==> config.mk <==
export PLATFORM = sky130hd
export DESIGN_NAME = line_engine
export DESIGN_NICKNAME = d
export VERILOG_FILES = /design/src/rtl/line_engine.sv
export SDC_FILE = /design/constraint.sdc
export NUM_CORES = 1
export LEC_CHECK = 0
export BUFFER_PORTS_ARGS = -buffer_cell sky130_fd_sc_hd__buf_4
export CORE_MARGIN = 2
export CORE_UTILIZATION = 30
export CTS_CLUSTER_DIAMETER = 200
export DETAILED_ROUTE_END_ITERATION = 16
export PLACE_DENSITY = 0.56
export SYNTH_ARGS = -nofsm -noshare
export SYNTH_HDL_FRONTEND = slang
export SYNTH_SLANG_ARGS = --single-unit
==> constraint.sdc <==
create_clock -name clk -period 19.72 [get_ports clk]
set_clock_uncertainty 0.05 [all_clocks]
set_input_delay 3.944 -clock clk [delete_from_list [all_inputs] [get_ports clk]]
set_output_delay 3.944 -clock clk [all_outputs]
set_load 0.005 [all_outputs]
==> src/rtl/line_engine.sv <==
// line_engine: Bresenham line rasteriser. It takes a line on a start/ready
// handshake and streams one pixel per cycle on a valid/ready port.
// Define LINE_ENGINE_CLIP_EN to retire off-screen pixels internally instead of
// emitting them.
module line_engine #(
    parameter int COORD_W  = 11,
    parameter int SCREEN_W = 640,
    parameter int SCREEN_H = 480
) (
    input  logic               clk,
    input  logic               reset_n,
    input  logic               start,
    output logic               start_ready,
    input  logic [COORD_W-1:0] x0,
    input  logic [COORD_W-1:0] y0,
    input  logic [COORD_W-1:0] x1,
    input  logic [COORD_W-1:0] y1,
    output logic               pix_valid,
    input  logic               pix_ready,
    output logic [COORD_W-1:0] pix_x,
    output logic [COORD_W-1:0] pix_y,
    output logic               pix_last,
    output logic               busy,
    output logic               done
);

    typedef enum logic [1:0] {IDLE, SETUP, DRAW, DONE} state_t;

    state_t                    state, state_nxt;
    logic [COORD_W-1:0]        lx0, ly0, lx1, ly1;
    logic [COORD_W-1:0]        maj, mnr, maj_end, dmaj, dmin;
    logic                      steep, step_neg;
    logic signed [COORD_W+1:0] err, err_sum;
    logic [COORD_W-1:0]        dx, dy, a0, b0, a1, b1;
    logic [COORD_W-1:0]        s_maj, s_maj_end, s_min, e_min;
    logic                      s_steep, s_swap;
    logic                      accept, visible, advance, last_step;

    if (SCREEN_W > (1 << COORD_W) || SCREEN_H > (1 << COORD_W)) begin : g_bad_screen
        $error("screen size exceeds coordinate range");
    end

    assign accept    = start && start_ready;
    assign pix_x     = steep ? mnr : maj;
    assign pix_y     = steep ? maj : mnr;
    assign last_step = maj == maj_end;
    assign err_sum   = err + $signed({2'b00, dmin});

`ifdef LINE_ENGINE_CLIP_EN
    localparam logic [COORD_W:0] SCR_W = (COORD_W+1)'(SCREEN_W);
    localparam logic [COORD_W:0] SCR_H = (COORD_W+1)'(SCREEN_H);
    assign visible = ({1'b0, pix_x} < SCR_W) && ({1'b0, pix_y} < SCR_H);
`else
    assign visible = 1'b1;
`endif

    // Off-screen pixels retire without a handshake; visible ones wait for the consumer.
    assign pix_valid = (state == DRAW) && visible;
    assign pix_last  = pix_valid && last_step;
    assign advance   = (state == DRAW) && (pix_ready || !visible);

    // Setup geometry: pick the major axis and order the endpoints so major ascends.
    always_comb begin
        dx        = (lx1 >= lx0) ? lx1 - lx0 : lx0 - lx1;
        dy        = (ly1 >= ly0) ? ly1 - ly0 : ly0 - ly1;
        s_steep   = dy > dx;
        a0        = s_steep ? ly0 : lx0;
        b0        = s_steep ? lx0 : ly0;
        a1        = s_steep ? ly1 : lx1;
        b1        = s_steep ? lx1 : ly1;
        s_swap    = a1 < a0;
        s_maj     = s_swap ? a1 : a0;
        s_maj_end = s_swap ? a0 : a1;
        s_min     = s_swap ? b1 : b0;
        e_min     = s_swap ? b0 : b1;
    end

    // State register.
    always_ff @(posedge clk or negedge reset_n) begin
        if (!reset_n) state <= IDLE;
        else          state <= state_nxt;
    end

    // Next-state and status outputs.
    always_comb begin
        state_nxt   = state;
        start_ready = 1'b0;
        busy        = 1'b1;
        done        = 1'b0;
        case (state)
            IDLE: begin
                start_ready = reset_n;
                busy        = 1'b0;
                state_nxt   = accept ? SETUP : IDLE;
            end
            SETUP: state_nxt = DRAW;
            DRAW:  state_nxt = (advance && last_step) ? DONE : DRAW;
            DONE: begin
                done      = 1'b1;
                state_nxt = IDLE;
            end
            default: state_nxt = IDLE;
        endcase
    end

    // Endpoint capture, setup load and one Bresenham step per retired pixel.
    always_ff @(posedge clk or negedge reset_n) begin
        if (!reset_n) begin
            lx0      <= '0;
            ly0      <= '0;
            lx1      <= '0;
            ly1      <= '0;
            maj      <= '0;
            mnr      <= '0;
            maj_end  <= '0;
            dmaj     <= '0;
            dmin     <= '0;
            steep    <= 1'b0;
            step_neg <= 1'b0;
            err      <= '0;
        end else begin
            if (accept) begin
                lx0 <= x0;
                ly0 <= y0;
                lx1 <= x1;
                ly1 <= y1;
            end
            if (state == SETUP) begin
                steep    <= s_steep;
                maj      <= s_maj;
                mnr      <= s_min;
                maj_end  <= s_maj_end;
                dmaj     <= s_maj_end - s_maj;
                dmin     <= (e_min >= s_min) ? e_min - s_min : s_min - e_min;
                step_neg <= e_min < s_min;
                err      <= -$signed({2'b00, (s_maj_end - s_maj) >> 1});
            end else if (advance && !last_step) begin
                maj <= maj + 1'b1;
                if (!err_sum[COORD_W+1]) begin
                    mnr <= step_neg ? mnr - 1'b1 : mnr + 1'b1;
                    err <= err_sum - $signed({2'b00, dmaj});
                end else begin
                    err <= err_sum;
                end
            end
        end
    end

endmodule
**Word level (Yosys, flattened, before mapping)**

Cells that the tools add are included.
W data, S select, Z words.

- Register bits: 116
- Logic and storage cells: 74

- Eq/ne operators: 5
- Multiplexer cells: 28
- $lt $le $gt $ge: 6
- Reductions and logical operators: 9
- Add/subtract/negate cells: 13

Operator list:

| operator | number |
|---|---|
| $mux W11 | 19 |
| $sub A11 B11 Y11 | 7 |
| $mux W13 | 3 |
| $ge A11 B11 Y1 | 3 |
| $add A11 B1 Y11 const B | 2 |
| $lt A11 B11 Y1 | 2 |
| $add A13 B12 Y13 | 1 |
| $neg A10 Y13 | 1 |
| $sub A13 B12 Y13 | 1 |
| $eq A11 B11 Y1 | 1 |
| $gt A11 B11 Y1 | 1 |
| $sub A11 B1 Y11 const B | 1 |
| $pmux W2 S4 | 1 |
| $logic_and A1 B1 Y1 | 5 |
| $mux W1 | 5 |
| $eq A2 B2 Y1 const B | 2 |
| $eq A2 B1 Y1 const B | 1 |
| $logic_not A2 Y1 | 1 |
| $ne A2 B1 Y1 const B | 1 |
| $reduce_and A2 Y1 | 1 |
| $reduce_bool A2 Y1 | 1 |
| $logic_not A1 Y1 | 1 |

**Longest topological paths before layout**

- Depth after elaboration: 9
- Depth in mapped cells: 52
- Mapped depth without buffers: 45

**Worst setup path before layout**

Ideal clock, no wire load.

- Path kind: register to register
- Start point: register lx0[1]
- End point: register dmin[6]
- Cell stages (with the launch flop): 49
- Setup time: 0.135 ns
- Arrival time: 10.503 ns
- Path buffers: 6
- Setup slack: 9.032 ns
- Path through: dfrtp_1 > inv_1 > ha_1 > nor2b_1 > o21ai_0 > a21boi_0 > o21ai_0 > a21oi_1 > o21ai_0 > a31o_2 > clkbuf_1 > mux2_2 > o31ai_1 > o211ai_1 > xnor2_1 > ha_1 > nand3_1 > or3_4 > [... 13 more ...] > nand3_1 > buf_2 > buf_1 > a21oi_1 > o21ai_0 > ha_1 > nor2b_1 > o21ai_0 > a21boi_0 > o21ai_0 > a21boi_0 > o21ai_0 > nand3_1 > mux2_2 > o41a_1 > o21ai_0 > xnor2_1 > a21oi_1

- Cells in the longest elaborated chain, start to end: 8
- Elaborated cells on any way between the ends: 16

Ends and longest elaborated chain:

| item | RTL line | source |
|---|---|---|
| start, declared | 30 | `logic [COORD_W-1:0] lx0, ly0, lx1, ly1;` |
| start signal, assigned | 109 | `lx0 <= '0;` |
| start signal, assigned | 123 | `lx0 <= x0;` |
| $sub A11 B11 Y11 or $ge A11 B11 Y1 (tied branches) | 64 | `dx = (lx1 >= lx0) ? lx1 - lx0 : lx0 - lx1;` |
| $mux W11 | 64 |  |
| $gt A11 B11 Y1 | 66 | `s_steep = dy > dx;` |
| $mux W11 (on tied branches) | 69, 67 |  |
| $lt A11 B11 Y1 | 71 | `s_swap = a1 < a0;` |
| $mux W11 (on tied branches) | 74, 75 |  |
| $sub A11 B11 Y11 or $ge A11 B11 Y1 (tied branches) | 134 | `dmin <= (e_min >= s_min) ? e_min - s_min : s_min - e_min;` |
| $mux W11 (*) | 134 |  |
| end signal, assigned | 134 |  |
| end, declared | 31 | `logic [COORD_W-1:0] maj, mnr, maj_end, dmaj, dmin;` |

Every way passes the cells marked *; elsewhere a longest branch is shown, timed or not.
A chain may end at the register's enable or synchronous reset.

**Worst setup path after layout**

Ends and elaborated chain as after synthesis.

==> out/results.txt <==
cts bufs inserted - 17
first-pass GRT wire length - 58.7 mm
worst slew pin tran - 1.10 ns
synthesized net count - 1,647
Clk pin slew, worst setup/hold paths - 0.06 ns
Synth-to-Final Area Change - 14.1%
commonest cells in the netlist - nand2_1, inv_1, ha_1
Compound-Gate Fraction of Synth Area - 0.210
Detail Placement HPWL - 29.3 mm
IO Count - 75
drt wl/cell - 18.3 um
Slew Viols, Final - 0
Initial Util - 0.305
leading area contributor after synthesis - dfrtp_1
Overflow after GRT - 0
synthesized area - 12,100 sq um
Synth Area in XOR/XNOR - 0.0614
share of the synthesized area in the top cell type - 0.239
syn avg cell area - 8.26 sq um
Critical Path Start Type - flop
worst skew pair latency - 0.44 ns
most frequent cell after synthesis - nand2_1
most frequent CP cell - o21ai_0
die footprint - 42,100 sq um
synthesized instance count - 1,468
critical path endpoint category - flop
initial antenna violation count - 0
CTS Sinks - 116
Adder-Cell Fraction of Synth Area - 0.145
EDFF count, synth - 0
cts hold-fix bufs - 0
Final Setup Violations - 0
fill count - 4,222
Max-Slew Margin vs Limit - 0.264
Critical Path RT - 19.96 ns
Unique masters post-synth - 83
max-cap viol count - 0
ratio of final minimum period to clock period - 0.665
leading post-synthesis cells by cell area - dfrtp_1, ha_1, mux2_2
Tmin final - 13.12 ns
RSZ-0062 raised after global routing - false
Initial DRC Count - 739
clk root buf - clkbuf_16
Max H-tree Level - 4
Hold Crit Class - reg -> reg
CP max stage delay - 0.70 ns
Crit path max-delay family - compound AO/OA/AOI/OAI gates
met3 routed WL - 1.25 mm
CTS tree - built
drt pass-1 iters - 6
Synth async-reset ratio - 1.00
crit path DAT - 13.36 ns
share of cells above drive strength 1 - 0.153
uppermost layer routed - met4
Post-CTS Setup Bufs - 0
CP max stage cell - nand3_1
Ant. Diodes - 0
chip height - 205 um
GR Util All Layers - 0.180
GPL Wtd Cong - 0.912
pin count of the biggest net entering global routing - 85
worst path buffer plus inverter count - 3
post-CTS sizing - 0
Port Buffers - 74
met1 wire length - 16.6 mm
drc violations - 0
final net count - 1,686
met2 wire len - 18.2 mm
Seq/Total Area, Yosys - 0.239
CP Max Fanout - 84
Cell Rows - 73
Clock Tree Buf Depth - 2
Cell Count, Final, Fillers Out - 2,045
Core Area - 39,800 sq um
CP Class - reg -> reg
fmax - 76.2 MHz
Hold Violations, Final - 0
synth warn - 0
post-synthesis simple-gate area fraction - 0.152
setup TNS - 0 ns
Final ANT Viol Nets - 0
prevailing post-synth register cell - dfrtp_1
outcome - complete, no violations
main combinational cell family by area after synthesis - compound AO/OA/AOI/OAI gates
post-synthesis mux area share - 0.130
Via-to-Cell Ratio - 5.29
Die Wd - 205 um
Synth Register Bits - 116
Post-Route WL - 37.5 mm
vias in the first global route - 10,495
Via Count - 10,820
Inst Count DP - 2,013
[worst paths after layout]
check	cells after the start	to	slack (ns)	start
min	2	dmaj[0]	0.45	dmaj[0]
max reg2reg	44	dmin[6]	6.60	lx0[1]
min in group asynchronous	1	lx1[9]	3.34	reset_n
max in group asynchronous	2	mnr[2]	15.24	reset_n
max	44	dmin[6]	6.60	lx0[1]
min reg2reg	2	dmaj[0]	0.45	dmaj[0]
[cell type report]
type	count	area, sq um	area share
clock inverter	13	198	0.0143
sequential	116	2900	0.210
inverter	135	507	0.0366
timing repair buffer	83	623	0.0450
tap	525	657	0.0475
clock buffer	19	443	0.0320
multi-input combinational	1154	8510	0.615
[cell usage in the layout (no fill, tap or decap), types with 31 or more instances in the layout]
| cell | Yosys | final |
|---|---|---|
| inv_1 | 134 | 134 |
| nand2_1 | 135 | 134 |
| ha_1 | 122 | 121 |
| dfrtp_1 | 116 | 116 |
| nor2_1 | 116 | 115 |
| a21oi_1 | 107 | 107 |
| o21ai_0 | 103 | 103 |
| buf_4 | 0 | 83 |
| mux2_2 | 82 | 82 |
| mux2i_1 | 60 | 60 |
| xnor2_1 | 59 | 59 |
| nand3_1 | 32 | 31 |
[state kept, by name (all words and copies together) (netlist names)]
register,cells
dmaj,11
dmin,11
err,13
lx0,11
lx1,11
ly0,11
ly1,11
maj,11
maj_end,11
mnr,11
state,2
steep,1
step_neg,1
[layer usage]
metal	vias up	track usage
met2	232	0.307
met5	-	0
li1	5284	-
met1	5242	0.228
met3	62	0.0221
met4	0	0.0807
[logic make-up after synthesis]
family,Yosys count
flip-flops,116
multiplexers,146
XOR/XNOR,82
AND/OR/NAND/NOR,395
buffers and inverters,198
AO/OA/AOI/OAI,395
adder cells (fa/ha/maj),136
[worst register-to-register path: cells and delay by family (launching register included)]
family / cells / cell delay (ns)
AO/OA/AOI/OAI: 21 / 5.14
AND/OR/NAND/NOR: 12 / 3.33
adder cells (fa/ha/maj): 4 / 1.48
buffers and inverters: 3 / 1.24
multiplexers: 2 / 0.94
flip-flops: 1 / 0.49
XOR/XNOR: 2 / 0.30
[stage by stage]
step	util	cell area (sq um)	setup WS (ns)	hold slack, ns
6_report	0.348	13800	6.60	0.453
5_1_grt	0.348	13800	5.51	0.499
4_1_cts	0.348	13800	6.85	0.457
3_5_place_dp	0.332	13200	6.91	0.441
3_3_place_gp	0.332	13200	7.25	0.433
2_1_floorplan	-	12100	9.03	0.408
Power is left out: the tool's default activity adds up to more than one toggle a clock period on the data nets, which glitch-free logic cannot reach.
